<file path="config.mk">
export PLATFORM = sky130hd
export DESIGN_NAME = bits_regs_mc
export DESIGN_NICKNAME = d
export VERILOG_FILES = /design/src/rtl/bits_regs_pkg.sv /design/src/rtl/bits_regs_chan.sv /design/src/rtl/bits_regs_mc.sv
export SDC_FILE = /design/constraint.sdc
export NUM_CORES = 1
export LEC_CHECK = 0
export BUFFER_PORTS_ARGS = -buffer_cell sky130_fd_sc_hd__buf_4
export CORE_ASPECT_RATIO = 0.9
export CORE_MARGIN = 4
export CORE_UTILIZATION = 40
export CTS_CLUSTER_SIZE = 20
export DETAILED_ROUTE_END_ITERATION = 7
export HOLD_SLACK_MARGIN = 0.1
export MAX_ROUTING_LAYER = met4
export PLACE_DENSITY_LB_ADDON = 0.08
export SLEW_MARGIN = 20
export SYNTH_ARGS = -nofsm -noshare
export SYNTH_HDL_FRONTEND = slang
export SYNTH_SLANG_ARGS = --single-unit
</file>
<file path="constraint.sdc">
create_clock -name clk -period 1.7 [get_ports clk]
set_clock_uncertainty 0.05 [all_clocks]
set_input_delay 0.17 -clock clk [delete_from_list [all_inputs] [get_ports clk]]
set_output_delay 0.17 -clock clk [all_outputs]
set_load 0.01 [all_outputs]
</file>
<file path="src/rtl/bits_regs_pkg.sv">
// Shared constants for the BITS decoder register bank: register offsets,
// channel stride and per-channel FSM encodings.
package bits_regs_pkg;

   localparam logic [4:0] OFF_CTRL     = 5'h00;
   localparam logic [4:0] OFF_LEN      = 5'h04;
   localparam logic [4:0] OFF_STATUS   = 5'h08;
   localparam logic [4:0] OFF_VSUM     = 5'h0C;
   localparam logic [4:0] OFF_VALUE_HI = 5'h10;
   localparam logic [4:0] OFF_VALUE_LO = 5'h14;

   localparam logic [7:0] ADDR_IRQ_STATUS = 8'hE0;
   localparam logic [7:0] ADDR_IRQ_EN     = 8'hE4;
   localparam logic [7:0] CH_STRIDE       = 8'h20;

   typedef enum logic [1:0] {
      ST_IDLE = 2'd0,
      ST_BUSY = 2'd1,
      ST_DONE = 2'd2
   } state_e;

endpackage

</file>
<file path="src/rtl/bits_regs_chan.sv">
// One BITS core's register slice: start/abort handshake FSM, LEN register,
// result latches and per-channel access error decode.
//
//   state   | meaning
//   --------+-------------------------------------------------
//   IDLE    | no job; results hold last value (or 0 after reset)
//   BUSY    | core started, waiting for done or abort
//   DONE    | core finished, results latched
module bits_regs_chan
   import bits_regs_pkg::*;
#(
   parameter int LEN_W   = 16,
   parameter int SUM_W   = 16,
   parameter int VALUE_W = 64
) (
   input  logic               clk,
   input  logic               resetB,
   input  logic               sel,
   input  logic               wr,
   input  logic               rd,
   input  logic [4:0]         offs,
   input  logic [31:0]        wdata,
   output logic [31:0]        rdata,
   output logic               err,
   output logic               start,
   output logic               abort,
   output logic [LEN_W-1:0]   len,
   input  logic               done_in,
   input  logic [SUM_W-1:0]   vsum_in,
   input  logic [VALUE_W-1:0] value_in,
   output logic               done_evt
);

   state_e               state_q, state_d;
   logic                 start_q, start_d;
   logic                 abort_q, abort_d;
   logic [LEN_W-1:0]     len_q, len_d;
   logic [SUM_W-1:0]     vsum_q, vsum_d;
   logic [VALUE_W-1:0]   value_q, value_d;
   logic                 busy, wr_ctrl, wr_len, go, stop, latch, mapped;
   logic [63:0]          value_ext;
   logic                 unused_wdata;

   assign busy    = (state_q == ST_BUSY);
   assign wr_ctrl = sel & wr & (offs == OFF_CTRL);
   assign wr_len  = sel & wr & (offs == OFF_LEN);
   // When both bits are set, abort takes priority only while a job is running.
   assign stop    = wr_ctrl & wdata[1] & busy;
   assign go      = wr_ctrl & wdata[0] & ~busy;
   assign latch   = busy & done_in & ~stop;
   assign mapped  = offs inside {OFF_CTRL, OFF_LEN, OFF_STATUS, OFF_VSUM,
                                 OFF_VALUE_HI, OFF_VALUE_LO};
   assign err     = sel & (wr | rd) &
                    (~mapped | (wr_ctrl & wdata[0] & ~wdata[1] & busy) | (wr_len & busy));
   assign unused_wdata = ^wdata;

   always_ff @(posedge clk or negedge resetB) begin
      if (!resetB) state_q <= ST_IDLE;
      else         state_q <= state_d;
   end

   always_comb begin
      state_d = state_q;
      case (state_q)
         ST_IDLE, ST_DONE: if (go) state_d = ST_BUSY;
         ST_BUSY: begin
            if (stop)         state_d = ST_IDLE;
            else if (done_in) state_d = ST_DONE;
         end
         default: state_d = ST_IDLE;
      endcase
   end

   always_comb begin
      start_d  = go;
      abort_d  = stop;
      done_evt = latch;
      len_d    = (wr_len & ~busy) ? wdata[LEN_W-1:0] : len_q;
      vsum_d   = vsum_q;
      value_d  = value_q;
      if (go) begin
         vsum_d  = '0;
         value_d = '0;
      end else if (latch) begin
         vsum_d  = vsum_in;
         value_d = value_in;
      end
   end

   always_ff @(posedge clk or negedge resetB) begin
      if (!resetB) begin
         start_q <= 1'b0;
         abort_q <= 1'b0;
         len_q   <= '0;
         vsum_q  <= '0;
         value_q <= '0;
      end else begin
         start_q <= start_d;
         abort_q <= abort_d;
         len_q   <= len_d;
         vsum_q  <= vsum_d;
         value_q <= value_d;
      end
   end

   assign start     = start_q;
   assign abort     = abort_q;
   assign len       = len_q;
   assign value_ext = 64'(value_q);

   always_comb begin
      rdata = '0;
      if (sel & rd) begin
         case (offs)
            OFF_LEN:      rdata = 32'(len_q);
            OFF_STATUS:   rdata = {30'd0, state_q == ST_DONE, busy};
            OFF_VSUM:     rdata = 32'(vsum_q);
            OFF_VALUE_HI: rdata = value_ext[63:32];
            OFF_VALUE_LO: rdata = value_ext[31:0];
            default:      rdata = '0;
         endcase
      end
   end

endmodule

</file>
<file path="src/rtl/bits_regs_mc.sv">
// APB3 register block for NUM_CH BITS decoder cores: address decode, read mux,
// shared W1C interrupt status and enable driving a single level irq.
module bits_regs_mc
   import bits_regs_pkg::*;
#(
   parameter int NUM_CH  = 2,
   parameter int LEN_W   = 16,
   parameter int SUM_W   = 16,
   parameter int VALUE_W = 64
) (
   input  logic                      clk,
   input  logic                      resetB,
   input  logic [7:0]                paddr,
   input  logic                      psel,
   input  logic                      penable,
   input  logic                      pwrite,
   input  logic [31:0]               pwdata,
   output logic                      pready,
   output logic [31:0]               prdata,
   output logic                      pslverr,
   output logic [NUM_CH-1:0]         start,
   output logic [NUM_CH-1:0]         abort,
   output logic [NUM_CH*LEN_W-1:0]   expected_bytes,
   input  logic [NUM_CH-1:0]         done,
   input  logic [NUM_CH*SUM_W-1:0]   version_sum,
   input  logic [NUM_CH*VALUE_W-1:0] bits_value,
   output logic                      irq
);

   localparam int CH_SHIFT = $clog2(CH_STRIDE);

   logic              wr, rd, glob, glob_err, hole_err, wr_stat, wr_en;
   logic [2:0]        chan_idx;
   logic [4:0]        offs;
   logic [7:0]        waddr;
   logic [31:0]       ch_rdata [NUM_CH];
   logic [NUM_CH-1:0] ch_err, done_evt;
   logic [NUM_CH-1:0] irq_status_q, irq_status_d;
   logic [NUM_CH-1:0] irq_en_q, irq_en_d;
   logic [31:0]       rd_mux;
   logic              unused_top;

   assign wr       = psel & penable & pwrite;
   assign rd       = psel & penable & ~pwrite;
   assign chan_idx = paddr[7:CH_SHIFT];
   assign offs     = {paddr[4:2], 2'b00};
   assign waddr    = {paddr[7:2], 2'b00};
   // The top stride slot (index 7) holds the global registers, never a channel.
   assign glob     = (chan_idx == 3'd7);
   assign glob_err = glob & (wr | rd) & (waddr != ADDR_IRQ_STATUS) & (waddr != ADDR_IRQ_EN);
   assign hole_err = ~glob & (wr | rd) & (32'(chan_idx) >= NUM_CH);
   assign wr_stat  = wr & (waddr == ADDR_IRQ_STATUS);
   assign wr_en    = wr & (waddr == ADDR_IRQ_EN);
   assign unused_top = ^{paddr[1:0], pwdata};

   for (genvar c = 0; c < NUM_CH; c++) begin : g_ch
      bits_regs_chan #(
         .LEN_W   (LEN_W),
         .SUM_W   (SUM_W),
         .VALUE_W (VALUE_W)
      ) u_chan (
         .clk      (clk),
         .resetB   (resetB),
         .sel      (chan_idx == 3'(c)),
         .wr       (wr),
         .rd       (rd),
         .offs     (offs),
         .wdata    (pwdata),
         .rdata    (ch_rdata[c]),
         .err      (ch_err[c]),
         .start    (start[c]),
         .abort    (abort[c]),
         .len      (expected_bytes[c*LEN_W +: LEN_W]),
         .done_in  (done[c]),
         .vsum_in  (version_sum[c*SUM_W +: SUM_W]),
         .value_in (bits_value[c*VALUE_W +: VALUE_W]),
         .done_evt (done_evt[c])
      );
   end

   // A core's done event wins over a same-cycle W1C of its bit.
   always_comb begin
      irq_status_d = irq_status_q;
      if (wr_stat) irq_status_d = irq_status_d & ~pwdata[NUM_CH-1:0];
      irq_status_d = irq_status_d | done_evt;
      irq_en_d     = wr_en ? pwdata[NUM_CH-1:0] : irq_en_q;
   end

   always_ff @(posedge clk or negedge resetB) begin
      if (!resetB) begin
         irq_status_q <= '0;
         irq_en_q     <= '0;
      end else begin
         irq_status_q <= irq_status_d;
         irq_en_q     <= irq_en_d;
      end
   end

   always_comb begin
      rd_mux = '0;
      for (int c = 0; c < NUM_CH; c++) rd_mux = rd_mux | ch_rdata[c];
      if (waddr == ADDR_IRQ_STATUS) rd_mux = 32'(irq_status_q);
      if (waddr == ADDR_IRQ_EN)     rd_mux = 32'(irq_en_q);
   end

   assign pslverr = (|ch_err) | glob_err | hole_err;
   assign prdata  = (rd & ~pslverr) ? rd_mux : '0;
   assign pready  = 1'b1;
   assign irq     = |(irq_status_q & irq_en_q);

endmodule

</file>
==> flow_summary.toml <==
[timing]
rsz0062_at_grt = "true"
layout_min_cycle_time_ps = 2140
timing.final.crit_share = 1.259
finalSetupViolations = 49
setup_tns_ps = -4305
drv_slew = 0
setup_slack_ps = -440.2
max_freq_mhz = 467.2
hold_viol = 0

[global_routing]
grt-ovfl-total = 0
grt_pass1_wl_mm = 51.57
antenna_found_initial = 3
first_global_vias = 8993
grt_use_total = 0.2565
grt_max_degree = 83

[power_and_ir_drop]
peakVddDrop_v = 0.0007962
p_leak_uw = 0.007692
power_density_nw_per_um2 = 835.0

[floorplan]
pin_count = 278
dieWidth_um = 168.9
start_util = 0.4102
die_h_um = 152.8
rows = 52
die_area_um2 = 25800
core_um2 = 22710

[critical_path]
slowest_stage = "dfrtp_1"
required_ps = 1480
endpoint_kind = "output port"
crit_arrival_ps = 1920
reg2reg_slack_ps = -110
critical-path-max-stage-delay_ps = 410
crit_type = "flip-flop to output port"
cp_max_fo = 3
startpoint_type = "flip-flop"
cp_cell_sequence = "nor2b_1, a221oi_1, a211oi_1, o211a_1, buf_6"

[clocking]
clk_path_buf_depth = 3
htreeDepth = 1
clockRootBuffer = "clkbuf_16"
clock_sinks = 204
clkTransAtPathRegs_ps = 60
cts_tree = "done"
cts_inserted_buffers = 23
clock_latency_ps = 500

[logic_synthesis]
synth_cell_types = 49
ys_warn_count = 0
synth_cells = 764
synth_seq_cells = 204
ys_seq_area_frac = 0.5480
synthesis.nets = 971
avgSynthCellArea_um2 = 12.19
netlist_area_um2 = 9315

[placement]
port_buffers = 258
routabilityCongestion = 0.8615
post-dp-hpwl_mm = 20.62
dp.cells = 1319

[finish]
synthToLayoutAreaGrowth_pct = 69.93
stdcell_count = 1606
nets = 1496
drive_above_1_share = 0.3851
layout.area.seq_um2 = 5106
multi_input_area_um2 = 4129
fillers = 1600

[detailed_routing]
ant_nets = 0
postRouteWirelength_mm = 35.31
drt_iter0_markers = 604
drc_errors = 0
drt-pass1-iter-count = 5
wl_per_cell_um = 21.98
avgViaCountPerCell = 5.491
vias = 8819

[run]
drv_cap = 0

[hold_path]
hp-class = "input pin to async pin"

[run_status]
violations = "setup timing"
status = "finished, violations left"
==> cell usage in the layout (no fill, tap or decap), types with 4 or more instances in the layout <==
master / n
o22ai_2: 12
o21ai_1: 24
a21oi_1: 19
mux2_1: 22
bufinv_16: 7
dlygate4sd3_1: 182
nand3_1: 5
buf_12: 21
mux2i_2: 6
clkinv_2: 4
o22ai_4: 9
a22o_1: 161
nor2_1: 11
nor3b_1: 14
a22oi_1: 11
clkbuf_16: 30
o22ai_1: 11
buf_6: 24
mux2i_1: 58
mux2_4: 10
nand2_1: 37
clkbuf_8: 6
buf_4: 338
o21ai_0: 10
dfrtp_1: 203
==> synthesized netlist by cell type, drive strengths merged <==
master | n | share of area
inv | 3 | 0.0012
a31o | 1 | 0.00094
a32oi | 1 | 0.00094
and3 | 2 | 0.0013
buf | 53 | 0.036
o211a | 2 | 0.0021
nand3 | 7 | 0.0038
a22o | 161 | 0.15
nor2 | 13 | 0.0055
mux2i | 64 | 0.069
nand2b | 4 | 0.0027
nand3b | 1 | 0.0021
conb | 1 | 0.00040
nor2b | 6 | 0.0040
and4bb | 1 | 0.0013
nor4bb | 1 | 0.0011
nor4 | 1 | 0.00067
o2bb2ai | 1 | 0.00094
o32a | 2 | 0.0021
mux2 | 35 | 0.046
or3 | 2 | 0.0013
nand2 | 39 | 0.016
a211oi | 3 | 0.0024
nor3 | 4 | 0.0027
clkbuf | 23 | 0.0093
a22oi | 14 | 0.011
o211ai | 1 | 0.00081
nand4b | 1 | 0.00094
o2111ai | 1 | 0.00094
dfrtp | 204 | 0.55
nor3b | 15 | 0.012
a21o | 1 | 0.00081
o22ai | 32 | 0.021
or2 | 1 | 0.00067
o21ai | 35 | 0.019
a31oi | 1 | 0.00067
a21oi | 21 | 0.012
a221oi | 1 | 0.00094
nand4 | 3 | 0.0020
nor4b | 2 | 0.0026
==> routing by layer <==
layer	global-route usage	vias to the layer above	share of wire
met5	-	-	0
met4	0.05873	0	0.022
met3	0.04021	50	0.058
met2	0.3993	336	0.48
met1	0.3567	4441	0.44
li1	-	3992	-
==> critical path, delay by kind of cell, from the launching register on <==
family,cells,cell delay (ps)
buf+inv,1,120
compound gates,3,730
flops,1,410
simple gates,1,160
==> cell type report <==
class,instances,share of cell area
flip-flops and latches,204,0.3226
inverters,3,0.0007114
multi-input cells,481,0.2608
repair buffers,576,0.3354
clock buffers,29,0.04095
clock inverters,13,0.01557
well taps,297,0.02348
diodes,3,0.0004743
==> final timing paths <==
kind                       cells past startpoint                      endpoint                         start
max in group asynchronous                      3     g_ch[1].u_chan.vsum_q[10]                        resetB
setup reg to reg                               5         g_ch[0].u_chan.len[6]     g_ch[0].u_chan.state_q[0]
min in group clk                               4     g_ch[1].u_chan.state_q[0]                        pwrite
setup / recovery                               5                     prdata[1]     g_ch[1].u_chan.state_q[1]
hold reg to reg                                1  g_ch[1].u_chan.value_ext[42]  g_ch[1].u_chan.value_ext[42]
hold / removal                                 2         g_ch[0].u_chan.len[4]                        resetB
==> report_power, final <==
group	internal, uW	total, uW	switching (uW)
Clock	3760	5850	2090
Combinational	1180	1930	758
Sequential	5210	5430	225
==> per-stage QoR <==
stage | hold WS, ps | area [um^2] | setup WS, ps | total power [uW] | util
final | 86.20 | 15830 | -440.2 | 13220 | 0.6971
after CTS | 101.2 | 15240 | -482.2 | 13190 | 0.6712
after detailed placement | 20.00 | 12050 | -147.5 | 6901 | 0.5308
after global routing | 90.99 | 15830 | -522.2 | 13660 | 0.6971
after global placement | 19.50 | 12050 | -136.4 | 6888 | 0.5308
after floorplan | -175.6 | 9351 | -31.79 | 6068 | -
==> what timing repair did <==
| item | CTS | global route |
|---|---|---|
| hold buffers | 183 | 0 |
| setup buffers | 30 | 17 |
| cloned | 2 | 12 |
| pin swaps | 28 | 29 |
| resized for setup | 59 | 52 |
| setup endpoints to repair | 125 | 137 |
| hold endpoints to repair | 402 | 0 |
==> sequential cells by signal (all words and copies together) (netlist names) <==
signal                 count
irq_en_q                   2
g_ch.u_chan.value_ext    128
g_ch.u_chan.len           32
irq_status_q               2
g_ch.u_chan.abort          2
g_ch.u_chan.vsum_q        32
g_ch.u_chan.state_q        4
g_ch.u_chan.start          2
==> kinds of logic (layout without fill, tap and decap cells) <==
kind of cell | count (synthesis) | in the layout | share of synthesized area
compound gates | 278 | 278 | 0.2291
flops | 204 | 204 | 0.5480
simple gates | 103 | 103 | 0.06058
mux | 99 | 99 | 0.1151
buf+inv | 79 | 621 | 0.04674
other cells | 1 | 4 | 0.0004026
(Power assumes the default switching activity.)
